==> src/rtl/grf_dump.sv <==
// grf_dump: walks the GRF read port from START_ADDR to END_ADDR and streams {address, value} beats.
// Optional feature: define GRF_DUMP_SKIPZERO_EN to suppress beats for registers that read as zero.
module grf_dump #(
  parameter int START_ADDR = 0,
  parameter int END_ADDR   = 31
) (
  input  logic        clk,
  input  logic        reset,
  input  logic        start,
  output logic [4:0]  grf_a,
  input  logic [31:0] grf_rd,
  output logic        out_valid,
  input  logic        out_ready,
  output logic [4:0]  out_addr,
  output logic [31:0] out_data,
  output logic        busy,
  output logic        done
);

  localparam logic [4:0] START_IDX = 5'(START_ADDR);
  localparam logic [4:0] END_IDX   = 5'(END_ADDR);

`ifdef GRF_DUMP_SKIPZERO_EN
  localparam bit SKIP_ZERO = 1'b1;
`else
  localparam bit SKIP_ZERO = 1'b0;
`endif

  typedef enum logic [1:0] {IDLE, READ, HOLD, DONE} state_t;

  state_t     state;
  logic [4:0] idx;

  assign grf_a = idx;

  // Scan FSM; the value is captured at the READ edge, so a same-edge GRF write is not seen.
  always_ff @(posedge clk or negedge reset) begin
    if (!reset) begin
      state     <= IDLE;
      idx       <= START_IDX;
      out_valid <= 1'b0;
      out_addr  <= '0;
      out_data  <= '0;
      busy      <= 1'b0;
      done      <= 1'b0;
    end else begin
      done <= 1'b0;
      case (state)
        IDLE: begin
          if (start) begin
            idx   <= START_IDX;
            busy  <= 1'b1;
            state <= READ;
          end
        end
        READ: begin
          if (SKIP_ZERO && grf_rd == 32'd0) begin
            if (idx == END_IDX) begin
              busy  <= 1'b0;
              done  <= 1'b1;
              state <= DONE;
            end else begin
              idx <= idx + 5'd1;
            end
          end else begin
            out_data  <= grf_rd;
            out_addr  <= idx;
            out_valid <= 1'b1;
            state     <= HOLD;
          end
        end
        HOLD: begin
          if (out_ready) begin
            out_valid <= 1'b0;
            if (idx == END_IDX) begin
              busy  <= 1'b0;
              done  <= 1'b1;
              state <= DONE;
            end else begin
              idx   <= idx + 5'd1;
              state <= READ;
            end
          end
        end
        DONE: begin
          state <= IDLE;
        end
        default: begin
          state <= IDLE;
        end
      endcase
    end
  end

endmodule

==> config.mk <==
export PLATFORM = sky130hd
export DESIGN_NAME = grf_dump
export DESIGN_NICKNAME = d
export VERILOG_FILES = /design/src/rtl/grf_dump.sv
export SDC_FILE = /design/constraint.sdc
export NUM_CORES = 1
export LEC_CHECK = 0
export ABC_AREA = 1
export CORE_MARGIN = 2
export CORE_UTILIZATION = 42
export CTS_BUF_LIST = sky130_fd_sc_hd__clkbuf_4 sky130_fd_sc_hd__clkbuf_8 sky130_fd_sc_hd__clkbuf_16
export DETAILED_ROUTE_END_ITERATION = 10
export PLACE_DENSITY = 0.79
export SLEW_MARGIN = 10
export SYNTH_ARGS = -nofsm -noshare
export SYNTH_HDL_FRONTEND = slang
export SYNTH_SLANG_ARGS = --single-unit
export TNS_END_PERCENT = 50
==> constraint.sdc <==
create_clock -name clk -period 1.9 [get_ports clk]
set_input_delay 0.475 -clock clk [delete_from_list [all_inputs] [get_ports clk]]
set_output_delay 0.475 -clock clk [all_outputs]
set_load 0.01 [all_outputs]
==> flow_metrics.env, run 1 <==
export IMPL_path_cells="clkdlybuf4s50_1"
export IMPL_wl_per_cell_um=12.90
export IMPL_cp_start_kind="flop"
export IMPL_routed_wl_um=4488
export IMPL_cts_buffers=5
export IMPL_synth_area_leaders="dfrtp_1 (60%), nand2_1 (18%), nand3_1 (9.5%)"
export IMPL_placed_cell_area_mm2=0.002774
export IMPL_grt_max_degree=48
export IMPL_port_buffers=80
export IMPL_critPathArrivalTime_ns=1.33
export IMPL_drtIter0Drc=71
export IMPL_pwr_density_cell_mw_per_mm2=1483
export IMPL_yosysSeqAreaShare_pct=60.18
export IMPL_fmaxAchievable_mhz=552.8
export IMPL_chipWidth_um=72.22
export IMPL_setup_viol=0
export IMPL_final_setup_tns_ns=0
export IMPL_synth_cell_types=17
export IMPL_slew_violations=0
export IMPL_h_tree_depth=2
export IMPL_cp_slowest_cell="clkdlybuf4s50_1"
export IMPL_place_gp_congestion=0.7029
export IMPL_cts_resized=0
export IMPL_io_pins=81
export IMPL_worst_slew_pin_slew_ns=0.5706
export IMPL_overflow=0
export IMPL_status="finished, final reports clean"
export IMPL_core_area_mm2=0.004414
export IMPL_synth_seq_cells=47
export IMPL_ant_nets=0
export IMPL_cp_required_ns=1.42
export IMPL_drive_gt1_share_pct=7.432
export IMPL_nets=334
export IMPL_grt_pass1_wl_um=7493
export IMPL_worst_path_buf_inv=1
export IMPL_fin_skew_ns=0.006866
export IMPL_synth_warnings=0
export IMPL_antenna_found_initial=0
export IMPL_slew_headroom_pct=61.96
export IMPL_critPathKind="reg -> out"
export IMPL_end_kind="output pin"
export IMPL_rsz0062_at_grt="no"
export IMPL_reg2regPathDepth=8
export IMPL_fin_crit_sh_pct=95.21
export IMPL_yosysTopAreaCell="dfrtp_1"
export IMPL_hold_buffers=0
export IMPL_hpwl_um=3200
export IMPL_path_delay_family="buffers and inverters"
export IMPL_final_cell_area_mm2=0.002858
export IMPL_synth_area_per_cell_um2=9.090
export IMPL_hold_class="in -> async"
export IMPL_synthesis_nets=254
export IMPL_post_cts_buffers=0
export IMPL_cap_viol_max_count=0
export IMPL_cts_sinks=47
export IMPL_rr_startpoint="grf_a[1]$_DFFE_PN0P_"
export IMPL_synth_top_area_share_pct=60.18
export IMPL_chipHeight_um=72.22
export IMPL_area_delta_synth_final_pct=46.22
export IMPL_grt_use_total_pct=18.44
export IMPL_path_clk_slew_ns=0.09
export IMPL_r2r_end="grf_a[1]$_DFFE_PN0P_"
export IMPL_num_vias=1712
export IMPL_min_period_ns=1.809
export IMPL_syn_inst=215
export IMPL_slowest_delay_ns=0.58
export IMPL_peakVddDrop_v=0.0009752
export IMPL_die_area_mm2=0.005215
export IMPL_syn_area_mm2=0.001954
export IMPL_leakage_nw=1.397
export IMPL_clock_latency_ns=0.30
export IMPL_initial_core_util_pct=44.27
export IMPL_hold_viol_final=0
export IMPL_grt_pass1_vias=1637
export IMPL_clockBufferDepth=2
export IMPL_rows=24
export IMPL_cts_root_buf="clkbuf_8"
export IMPL_n_antenna_cell=0
export IMPL_vias_per_cell=4.920
export IMPL_cp_max_fo=6
export IMPL_rrSetupSlack_ns=0.34
export IMPL_cts_tree="built"
export IMPL_drc=0
export IMPL_drtPass1Iterations=4
[final cells by class]
| cell class | count | area (um^2) |
|---|---|---|
| Clock inverter | 3 | 15.01 |
| Timing Repair Buffer | 84 | 825.8 |
| Clock buffer | 5 | 68.82 |
| Tap cell | 52 | 65.06 |
| Sequential cell | 47 | 1176 |
| Fill cell | 399 | 1556 |
| Inverter | 8 | 30.03 |
| Multi-Input combinational cell | 149 | 676.9 |
[state kept, by name, summed over array words and instances, names as in the netlist]
register and count:
busy 1, out_data 32, grf_a 5, out_valid 1
done 1, state 2, out_addr 5
[Yosys cell counts]
cell      number
inv_1          6
buf_6          1
nand2_2        3
inv_2          2
nand2_4        1
buf_2          6
nand3_2        2
nand2_1       93
nor2_1         3
ha_1           3
o21ai_1        4
o211ai_1       1
dfrtp_1       47
nor3_2         1
buf_4          4
nand3_1       37
nand4_1        1
[layer usage]
metal  up-vias  wire length, um  global-route usage [%]  share of wire (%)
met2        53             2201                   32.52                 49
met4         0               48                   5.031                1.1
met5         -                0                       0                  0
met1       808             1952                   22.26                 43
li1        844                -                       -                  -
met3         7              286                   4.861                6.4
[cell usage in the layout, fill, tap and decap left out, drive strengths merged, types with 4 or more instances in the layout]
cell type,n
buf,5
nand3,39
dfrtp,47
inv,8
clkbuf,5
nand2,97
o21ai,4
clkdlybuf4s50,79
[power by group]
group	internal [mW]	switching [mW]
registers	1.40	0.260
logic	0.987	1.01
clock network	0.252	0.329
total	2.64	1.60
[kinds of logic after synthesis]
kind of cell,share of synthesized area (%)
AND/OR/NAND/NOR,31.31
buffers and inverters,5.186
adder cells (fa/ha/maj),1.921
AO/OA/AOI/OAI,1.409
flip-flops,60.18
[worst max-delay path by stage]
| stage | from | end | slack, ns | cells past startpoint |
|---|---|---|---|---|
| floorplan | grf_a[0]$_DFFE_PN0P_ | grf_a[3]$_DFFE_PN0P_ | 0.49 | 7 |
| finish | grf_a[1]$_DFFE_PN0P_ | grf_a[1] | 0.09 | 1 |
| detailed placement | out_ready | grf_a[1]$_DFFE_PN0P_ | 0.33 | 6 |
| CTS | grf_a[1]$_DFFE_PN0P_ | grf_a[1] | 0.08 | 1 |
| global route | grf_a[2]$_DFFE_PN0P_ | grf_a[2] | 0.05 | 1 |
| global placement | out_ready | grf_a[2]$_DFFE_PN0P_ | 0.38 | 6 |
[metrics by stage]
stage | worst slack [ns] | utilization, % | hold WS (ns) | std cells | power (mW)
2_1_floorplan | 0.4896 | - | 0.1794 | 215 | 2.701
4_1_cts | 0.07781 | 64.74 | 0.2703 | 348 | 4.298
3_3_place_gp | 0.3776 | 62.84 | 0.4521 | 340 | 3.658
5_1_grt | 0.04797 | 64.74 | 0.3139 | 348 | 4.563
6_report | 0.09109 | 64.74 | 0.2450 | 348 | 4.238
3_5_place_dp | 0.3305 | 62.84 | 0.4570 | 340 | 3.713
No activity file was read; power rests on OpenSTA's default activity.
==> inputs of run 2 (changes only) <==
- CORE_MARGIN: 2 -> unset
==> run 2 against run 1 <==
Net effect: power increased by 1.6%; setup slack improved by 0.0092 ns; worst hold slack got worse by 0.097 ns; sequential share of layout area decreased by 0.39 points; final area increased by 0.96%; die area decreased by 5.5%; clock-buffer cell count increased by 3; via count decreased by 0.41%.
==> flow_metrics.env, run 2 (synthesis results as in run 1) <==
export IMPL_pwr_density_cell_mw_per_mm2=1493
export IMPL_path_clk_slew_ns=0.08
export IMPL_cp_max_fo=5
export IMPL_hold_viol_final=0
export IMPL_die_area_mm2=0.004930
export IMPL_drc=0
export IMPL_cp_slowest_cell="clkdlybuf4s50_1"
export IMPL_worst_slew_pin_slew_ns=0.5219
export IMPL_final_cell_area_mm2=0.002885
export IMPL_fmaxAchievable_mhz=555.6
export IMPL_critPathKind="reg -> out"
export IMPL_worst_path_buf_inv=1
export IMPL_leakage_nw=1.409
export IMPL_end_kind="output pin"
export IMPL_placed_cell_area_mm2=0.002781
export IMPL_slew_headroom_pct=65.21
export IMPL_ant_nets=0
export IMPL_chipWidth_um=70.22
export IMPL_rows=24
export IMPL_drtPass1Iterations=4
export IMPL_cts_root_buf="clkbuf_8"
export IMPL_p_int_mw=2.740
export IMPL_io_pins=81
export IMPL_total_power_mw=4.307
export IMPL_fin_crit_sh_pct=94.72
export IMPL_cts_tree="built"
export IMPL_fin_skew_ns=0.004590
export IMPL_pwr_share_clk_pct=15.3
export IMPL_setup_viol=0
export IMPL_critPathArrivalTime_ns=1.32
export IMPL_cp_start_kind="flop"
export IMPL_pwr_share_comb_pct=46.5
export IMPL_final_setup_tns_ns=0
export IMPL_dp_cells=341
export IMPL_fin_cells=349
export IMPL_mostFrequentLayoutCell="nand2_1"
export IMPL_seqPwrFrac_pct=38.2
export IMPL_hold_class="in -> async"
export IMPL_largest_reg_flops=32
export IMPL_grt_use_total_pct=19.23
export IMPL_hold_buffers=0
export IMPL_power_share_switching_pct=36.39
export IMPL_rsz0062_at_grt="no"
export IMPL_area_delta_synth_final_pct=47.63
export IMPL_slowest_delay_ns=0.57
export IMPL_place_gp_congestion=0.7376
export IMPL_port_buffers=80
export IMPL_cp_required_ns=1.42
export IMPL_peakVddDrop_v=0.0007113
export IMPL_chipHeight_um=70.22
export IMPL_grt_pass1_wl_um=7527
export IMPL_num_vias=1705
export IMPL_routed_wl_um=4400
export IMPL_setup_slack_ns=0.1003
export IMPL_cts_resized=0
export IMPL_post_cts_buffers=0
export IMPL_grt_pass1_vias=1572
export IMPL_initial_core_util_pct=44.27
export IMPL_core_area_mm2=0.004414
export IMPL_grt_max_degree=43
export IMPL_wl_per_cell_um=12.61
export IMPL_clockBufferDepth=2
export IMPL_drive_gt1_share_pct=7.744
export IMPL_overflow=0
export IMPL_h_tree_depth=2
export IMPL_final_cell_mix="nand2_1 (93), clkdlybuf4s50_1 (79), dfrtp_1 (47)"
export IMPL_antenna_found_initial=0
export IMPL_vias_per_cell=4.885
export IMPL_n_antenna_cell=0
export IMPL_status="finished, final reports clean"
export IMPL_regMostFlops="out_data"
export IMPL_drtIter0Drc=60
export IMPL_clock_latency_ns=0.29
export IMPL_nets=335
export IMPL_path_delay_family="buffers and inverters"
export IMPL_cts_buffers=5
export IMPL_cap_viol_max_count=0
export IMPL_cts_sinks=47
export IMPL_switchingPower_mw=1.567
export IMPL_min_period_ns=1.800
export IMPL_dp_slack_ns=0.3141
export IMPL_slew_violations=0
export IMPL_path_cells="clkdlybuf4s50_1"
export IMPL_hpwl_um=3114
-- run 2: cell count changes in the layout (fill, tap and decap cells not counted) --
cell / delta
clkinv_2: -3
buf_4: +1
clkbuf_8: +2
clkbuf_4: +1
-- run 2: power by group through the flow --
stage	clock network (mW)	registers [mW]	logic (mW)
2_1_floorplan	0	1.82	0.882
3_3_place_gp	0	1.65	2.00
3_5_place_dp	0	1.67	2.04
4_1_cts	0.675	1.65	2.04
5_1_grt	0.718	1.71	2.20
6_report	0.660	1.65	2.00
-- run 2: layer usage --
layer  part of all wire [%]  up-vias  GRT usage [%]  wire length (um)
li1                       -      838              -                 -
met1                     46      800          26.22              2033
met2                     46       60          29.70              2012
met3                    6.8        7          6.205               297
met4                    1.3        0          5.111                57
met5                      0        -              0                 0
-- run 2: path summary, 6_finish.rpt --
path,startpoint,endpoint,slack (ns),cells after the start
max,grf_a[4]$_DFFE_PN0P_,grf_a[4],0.10,1
min,reset,out_data[6]$_DFFE_PN0P_,0.15,1
max reg2reg,grf_a[1]$_DFFE_PN0P_,grf_a[4]$_DFFE_PN0P_,0.32,8
min reg2reg,out_data[10]$_DFFE_PN0P_,out_data[10]$_DFFE_PN0P_,0.47,2
max in group asynchronous,reset,out_data[27]$_DFFE_PN0P_,1.14,2
min in group clk,out_data[10]$_DFFE_PN0P_,out_data[10]$_DFFE_PN0P_,0.47,2
-- run 2: final cells by class --
| cell class | count | area (um^2) |
|---|---|---|
| Clock buffer | 8 | 103.9 |
| Fill cell | 377 | 1529 |
| Inverter | 8 | 30.03 |
| Multi-Input combinational cell | 149 | 676.9 |
| Sequential cell | 47 | 1176 |
| Tap cell | 52 | 65.06 |
| Timing Repair Buffer | 85 | 833.3 |
-- run 2: through the flow --
step | util, % | hold WS [ns]
after floorplan | - | 0.1794
after global placement | 63.01 | 0.4528
after detailed placement | 63.01 | 0.4572
after CTS | 65.36 | 0.1615
after global routing | 65.36 | 0.1792
final | 65.36 | 0.1476
